--- config.mk ---
export PLATFORM = sky130hd
export DESIGN_NAME = bcd_countdown_timer_flat
export DESIGN_NICKNAME = d
export VERILOG_FILES = /design/src/rtl/bcd_timer_pkg.sv /design/src/rtl/bcd_countdown_timer_if.sv /design/src/rtl/bcd_down_digit.sv /design/src/rtl/bcd_countdown_timer.sv /design/src/flat_wrapper.sv
export SDC_FILE = /design/constraint.sdc
export NUM_CORES = 1
export LEC_CHECK = 0
export ABC_AREA = 1
export CELL_PAD_IN_SITES_DETAIL_PLACEMENT = 0
export CELL_PAD_IN_SITES_GLOBAL_PLACEMENT = 1
export CORE_ASPECT_RATIO = 2
export CORE_UTILIZATION = 34
export CTS_BUF_LIST = sky130_fd_sc_hd__clkbuf_8
export DETAILED_ROUTE_END_ITERATION = 8
export PLACE_DENSITY = 0.82
export SLEW_MARGIN = 10
export SYNTH_ARGS = -nofsm -noshare
export SYNTH_HDL_FRONTEND = slang
export SYNTH_SLANG_ARGS = --single-unit
--- constraint.sdc ---
create_clock -name clk -period 1.4 [get_ports clk]
set_input_delay 0.28 -clock clk [delete_from_list [all_inputs] [get_ports clk]]
set_output_delay 0.28 -clock clk [all_outputs]
set_load 0.01 [all_outputs]
--- src/rtl/bcd_timer_pkg.sv ---
// Shared types and helpers for the BCD countdown timer.
// State encoding is fixed here so the top level and any debug taps agree.
package bcd_timer_pkg;

  typedef enum logic [1:0] {
    IDLE   = 2'd0,
    RUN    = 2'd1,
    PAUSED = 2'd2,
    DONE   = 2'd3
  } state_t;

  localparam logic [3:0] BCD_MAX  = 4'd9;
  localparam logic [3:0] BCD_ZERO = 4'd0;

  // Non-decimal nibbles (A-F) are clamped so a digit can never hold an illegal code.
  function automatic logic [3:0] bcd_sat(input logic [3:0] n);
    return (n > BCD_MAX) ? BCD_MAX : n;
  endfunction

endpackage

--- src/rtl/bcd_countdown_timer_if.sv ---
// Control/status bundle for the BCD countdown timer.
// The master drives load/start/pause and the preset; the slave returns count and status.
interface bcd_countdown_timer_if #(
  parameter int DIGITS = 4
);
  logic                  load;
  logic [4*DIGITS-1:0]   load_value;
  logic                  start;
  logic                  pause;
  logic [4*DIGITS-1:0]   bcd_out;
  logic                  running;
  logic                  done;
  logic                  borrow_out;

  modport master (
    output load, load_value, start, pause,
    input  bcd_out, running, done, borrow_out
  );

  modport slave (
    input  load, load_value, start, pause,
    output bcd_out, running, done, borrow_out
  );
endinterface

--- src/rtl/bcd_down_digit.sv ---
// One MOD-10 down-counting BCD digit; borrow ripples to the next digit
// when a decrement hits an already-zero digit.
module bcd_down_digit
  import bcd_timer_pkg::*;
(
  input  logic       clk,
  input  logic       reset,
  input  logic       load,
  input  logic [3:0] load_digit,
  input  logic       dec_in,
  output logic [3:0] digit,
  output logic       borrow_out,
  output logic       is_zero
);

  always_ff @(posedge clk or posedge reset) begin
    if (reset)       digit <= BCD_ZERO;
    else if (load)   digit <= bcd_sat(load_digit);
    else if (dec_in) digit <= is_zero ? BCD_MAX : digit - 4'd1;
  end

  assign is_zero    = (digit == BCD_ZERO);
  assign borrow_out = dec_in && is_zero;

endmodule

--- src/rtl/bcd_countdown_timer.sv ---
// Loadable multi-digit BCD countdown timer: FSM plus prescaler driving a
// borrow chain of bcd_down_digit instances; pulses done on reaching zero.
module bcd_countdown_timer
  import bcd_timer_pkg::*;
#(
  parameter int DIGITS   = 4,
  parameter int TICK_DIV = 1
) (
  input  logic                  clk,
  input  logic                  reset,
  bcd_countdown_timer_if.slave  bus
);

  localparam int             PW       = (TICK_DIV > 1) ? $clog2(TICK_DIV) : 1;
  localparam logic [PW-1:0]  PRE_LAST = PW'(TICK_DIV - 1);

  state_t                  state;
  logic [PW-1:0]           presc;
  logic                    done_q;
  logic [DIGITS-1:0][3:0]  digit;
  logic [DIGITS-1:0]       is_zero;
  logic [DIGITS:0]         dec;
  logic                    all_zero;
  logic                    last;
  logic                    tick;

  assign all_zero = &is_zero;
  // Count is exactly one: the tick that consumes it lands on zero.
  assign last     = (digit[0] == 4'd1) && (&(is_zero | DIGITS'(1)));
  // load and pause both outrank the decrement in the same cycle.
  assign tick     = (state == RUN) && !bus.load && !bus.pause && (presc == PRE_LAST);
  assign dec[0]   = tick;

  generate
    for (genvar i = 0; i < DIGITS; i++) begin : g_dig
      bcd_down_digit u_dig (
        .clk        (clk),
        .reset      (reset),
        .load       (bus.load),
        .load_digit (bus.load_value[4*i +: 4]),
        .dec_in     (dec[i]),
        .digit      (digit[i]),
        .borrow_out (dec[i+1]),
        .is_zero    (is_zero[i])
      );
    end
  endgenerate

  always_ff @(posedge clk or posedge reset) begin
    if (reset) begin
      state  <= IDLE;
      presc  <= '0;
      done_q <= 1'b0;
    end else begin
      done_q <= 1'b0;
      if (bus.load) begin
        state <= IDLE;
        presc <= '0;
      end else begin
        case (state)
          IDLE: begin
            if (bus.start) begin
              if (all_zero) begin
                state  <= DONE;
                done_q <= 1'b1;
              end else begin
                state <= RUN;
                presc <= '0;
              end
            end
          end
          RUN: begin
            if (bus.pause) begin
              state <= PAUSED;
            end else if (tick) begin
              presc <= '0;
              if (last) begin
                state  <= DONE;
                done_q <= 1'b1;
              end
            end else begin
              presc <= presc + PW'(1);
            end
          end
          // Prescaler is left untouched so the partial period resumes.
          PAUSED:  if (bus.start) state <= RUN;
          DONE:    state <= DONE;
          default: state <= IDLE;
        endcase
      end
    end
  end

  assign bus.bcd_out    = digit;
  assign bus.running    = (state == RUN);
  assign bus.done       = done_q;
  assign bus.borrow_out = dec[DIGITS];

endmodule

--- src/flat_wrapper.sv ---
// flat-port wrapper written by rule: the top's interface ports become plain ports
module bcd_countdown_timer_flat import bcd_timer_pkg::*;
#(
  parameter int DIGITS   = 4,
  parameter int TICK_DIV = 1
)
  (clk, reset, bus_load, bus_load_value, bus_start, bus_pause, bus_bcd_out, bus_running, bus_done, bus_borrow_out);
  bcd_countdown_timer_if #(.DIGITS(DIGITS)) bus_i ();
  input  logic clk;
  input  logic reset;
  input wire logic [$bits(bus_i.load)-1:0] bus_load;
  input wire logic [$bits(bus_i.load_value)-1:0] bus_load_value;
  input wire logic [$bits(bus_i.start)-1:0] bus_start;
  input wire logic [$bits(bus_i.pause)-1:0] bus_pause;
  output wire logic [$bits(bus_i.bcd_out)-1:0] bus_bcd_out;
  output wire logic [$bits(bus_i.running)-1:0] bus_running;
  output wire logic [$bits(bus_i.done)-1:0] bus_done;
  output wire logic [$bits(bus_i.borrow_out)-1:0] bus_borrow_out;
  assign bus_i.load = bus_load;
  assign bus_i.load_value = bus_load_value;
  assign bus_i.start = bus_start;
  assign bus_i.pause = bus_pause;
  assign bus_bcd_out = bus_i.bcd_out;
  assign bus_running = bus_i.running;
  assign bus_done = bus_i.done;
  assign bus_borrow_out = bus_i.borrow_out;
  bcd_countdown_timer #(.DIGITS(DIGITS), .TICK_DIV(TICK_DIV)) u_core (.clk(clk), .reset(reset), .bus(bus_i));
endmodule
==> results by group <==
Outcome
  • Status: finished with violations
  • Failing checks: setup timing

GRT
  • Largest net degree at the start of global routing: 30
  • Vias in the first global route: roughly 1500
  • Total Routing Usage GR: 0.200
  • GRT overflow: 0
  • Initial antenna violation count: 0
  • First-pass GRT wire length: between 6000 and 7000 µm

Clocking
  • CTS buffer count: 3
  • Clock transition at path regs: approximately 80 ps
  • Clock sink count: 20
  • CTS max path bufs: 2
  • CTS hold repair buffers: 0
  • Htree depth: 1
  • Root buffer cell: clkbuf_8
  • Worst skew pair latency: between 200 and 300 ps
  • CTS tree: yes

Final layout
  • Nets: around 300
  • Synth-to-Final Area Change: 62.8%
  • Fin area: between 0.002 and 0.0025 mm²
  • Commonest non-fill, non-tap cell in the layout: nand2_1
  • Ratio of cells with drive above 1 in the final layout: 0.287
  • Ant. Diodes: 0
  • Highest-count cells in the layout ignoring fill and taps: nand2_1, buf_4, dfrtp_1, clkdlybuf4s50_1
  • Non-Filler Instances: around 330

Timing
  • Final critical-path share of the clock period: 1.16
  • PnR worst setup slack: -230 ps
  • Fmax: 0.614 GHz
  • Hold WS: about 270 ps
  • Max transition margin: 0.806
  • Final Hold Viols: 0
  • Clock period minus worst slack: ~1600 ps
  • Final setup fails: 1
  • Slew of the pin with the lowest slew margin: 289 ps
  • Fin. max-slew vios: 0
  • Clk_skew: ~6.4 ps
  • Setup_tns: -230 ps
  • Unrepaired setup endpoints after global routing: true

Floorplan
  • Total Die Area: around 0.0042 mm²
  • Die Wd: 46.5 µm
  • Die Height: 91.1 µm
  • IO Count: 40
  • Core ar.: 0.00380 mm²
  • FP Rows: 32
  • Starting Density: 0.355

Synth
  • Yosys warning count: 0
  • Cells after synthesis: 195
  • Library cells used by synthesis: 28
  • Synthesized net count: ~220
  • Sequential area share after synthesis: 0.371
  • Avg Inst Size Synth: approximately 7 µm²
  • Number of synthesized register bits: 20
  • Synthesized area: ~0.0013 mm²

Critical path
  • Crit Path Max Fanout: 2
  • Startpoint Class: register
  • Worst setup EP type: primary output
  • WP data required: 1120 ps
  • Crit path kind: reg -> out
  • WP data arrival: ~1400 ps

Route
  • Detailed Routing Iterations Pass 1: 4
  • DRC: 0
  • Post-DRT Antenna Nets: 0
  • Vias per cell: roughly 4.7
  • Vias: 1529
  • WL/cell: about 12 µm
  • Drt initial violations: 21
  • Final wirelength: between 3000 and 4000 µm

Worst hold path
  • Worst hold path type: in -> reg

Power and ir drop
  • Maximum vdd ir drop: a little over 0.7 mV
  • Power per cell area: roughly 980 mW/mm²
  • Static leakage: around 1.1 nW

Placed design
  • DPL Wire Length: 2900 µm
  • PortBufs: 39
  • Cell Area, Placed: between 0.002 and 0.0025 mm²
  • Placed Cells: between 300 and 400
  • RePlAce Congestion: just over 0.8

Job
  • Max-Cap Viols: 0
-- logic make-up (layout without fill, tap and decap cells) --
family,Yosys count,in the layout,share of synthesized area
buf+inv,25,105,0.0751
xor+xnor,2,2,0.0130
flops,20,20,0.371
compound gates,32,32,0.136
simple gates,116,116,0.404
-- layer usage --
metal  wire length, µm  track usage
met5                 0            0
met4                47       0.0564
met3                74       0.0179
met2              2260        0.373
met1              1460        0.218
-- cells in the mapped netlist (all sizes together) --
master | n | share of area
nand2 | 65 | 0.20
nor2 | 27 | 0.10
inv | 21 | 0.060
dfrtp | 20 | 0.37
o21ai | 20 | 0.083
nand3 | 17 | 0.067
a21oi | 6 | 0.022
buf | 4 | 0.015
nand4 | 3 | 0.014
a22oi | 2 | 0.011
nor3 | 2 | 0.0074
xor2 | 2 | 0.013
a211oi | 1 | 0.0056
a21boi | 1 | 0.0056
a31oi | 1 | 0.0046
nand3b | 1 | 0.0056
nor3b | 1 | 0.0056
o22ai | 1 | 0.0046
-- layout make-up --
cell class | instances | area (µm²)
multi-input cells | 150 | 810
flip-flops and latches | 20 | 502
repair buffers | 81 | 698
well taps | 51 | 63.8
fillers | 372 | 1610
inverters | 21 | 81.3
clock buffers | 3 | 41.3
-- final timing paths --
kind	startpoint	end	slack, ps	cells after the start
min	bus_pause	u_core.state[0]	270	2
max in group asynchronous	reset	u_core.state[1]	820	3
min in group asynchronous	reset	u_core.g_dig[3].u_dig.digit[0]	350	3
max	u_core.g_dig[1].u_dig.digit[2]	bus_borrow_out	-230	6
min reg2reg	u_core.presc	u_core.state[1]	570	3
max reg2reg	u_core.state[1]	u_core.g_dig[2].u_dig.digit[0]	30	9
-- where the power goes --
| group | switching [mW] | internal, mW | total (mW) |
|---|---|---|---|
| clock network | 0.198 | 0.192 | 0.390 |
| registers | 0.0639 | 0.672 | 0.736 |
| logic | 0.505 | 0.518 | 1.02 |
| total | 0.767 | 1.38 | 2.15 |
-- worst max-delay path: stages (launching register included) --
cell     delay (ps)
dfrtp_1         400
nor2_2          150
nand2_2          90
nor2_4          160
nand3_4         100
nor2_4           90
buf_6           100
-- repair_timing --
| item | 4_1_cts | 5_1_grt |
|---|---|---|
| cloned | 0 | 0 |
| buffers inserted | 1 | 5 |
| pin swaps | 3 | 8 |
| setup endpoints to repair | 31 | 21 |
| hold endpoints to repair | 0 | 0 |
| resized for setup | 36 | 22 |
-- sequential cells by signal, summed over array words and instances (netlist names) --
register                  count
u_core.state                  2
u_core.g_dig.u_dig.digit     16
u_core.presc                  1
u_core.bus.done               1
-- metrics by stage --
step	util	setup WS, ps	total power [mW]
final	0.577	-230	2.15
after global placement	0.545	-596	1.75
after floorplan	-	17.4	1.20
after global routing	0.577	-295	2.31
after detailed placement	0.545	-596	1.76
after CTS	0.557	-237	2.11
No activity file was read; power rests on OpenSTA's default activity.
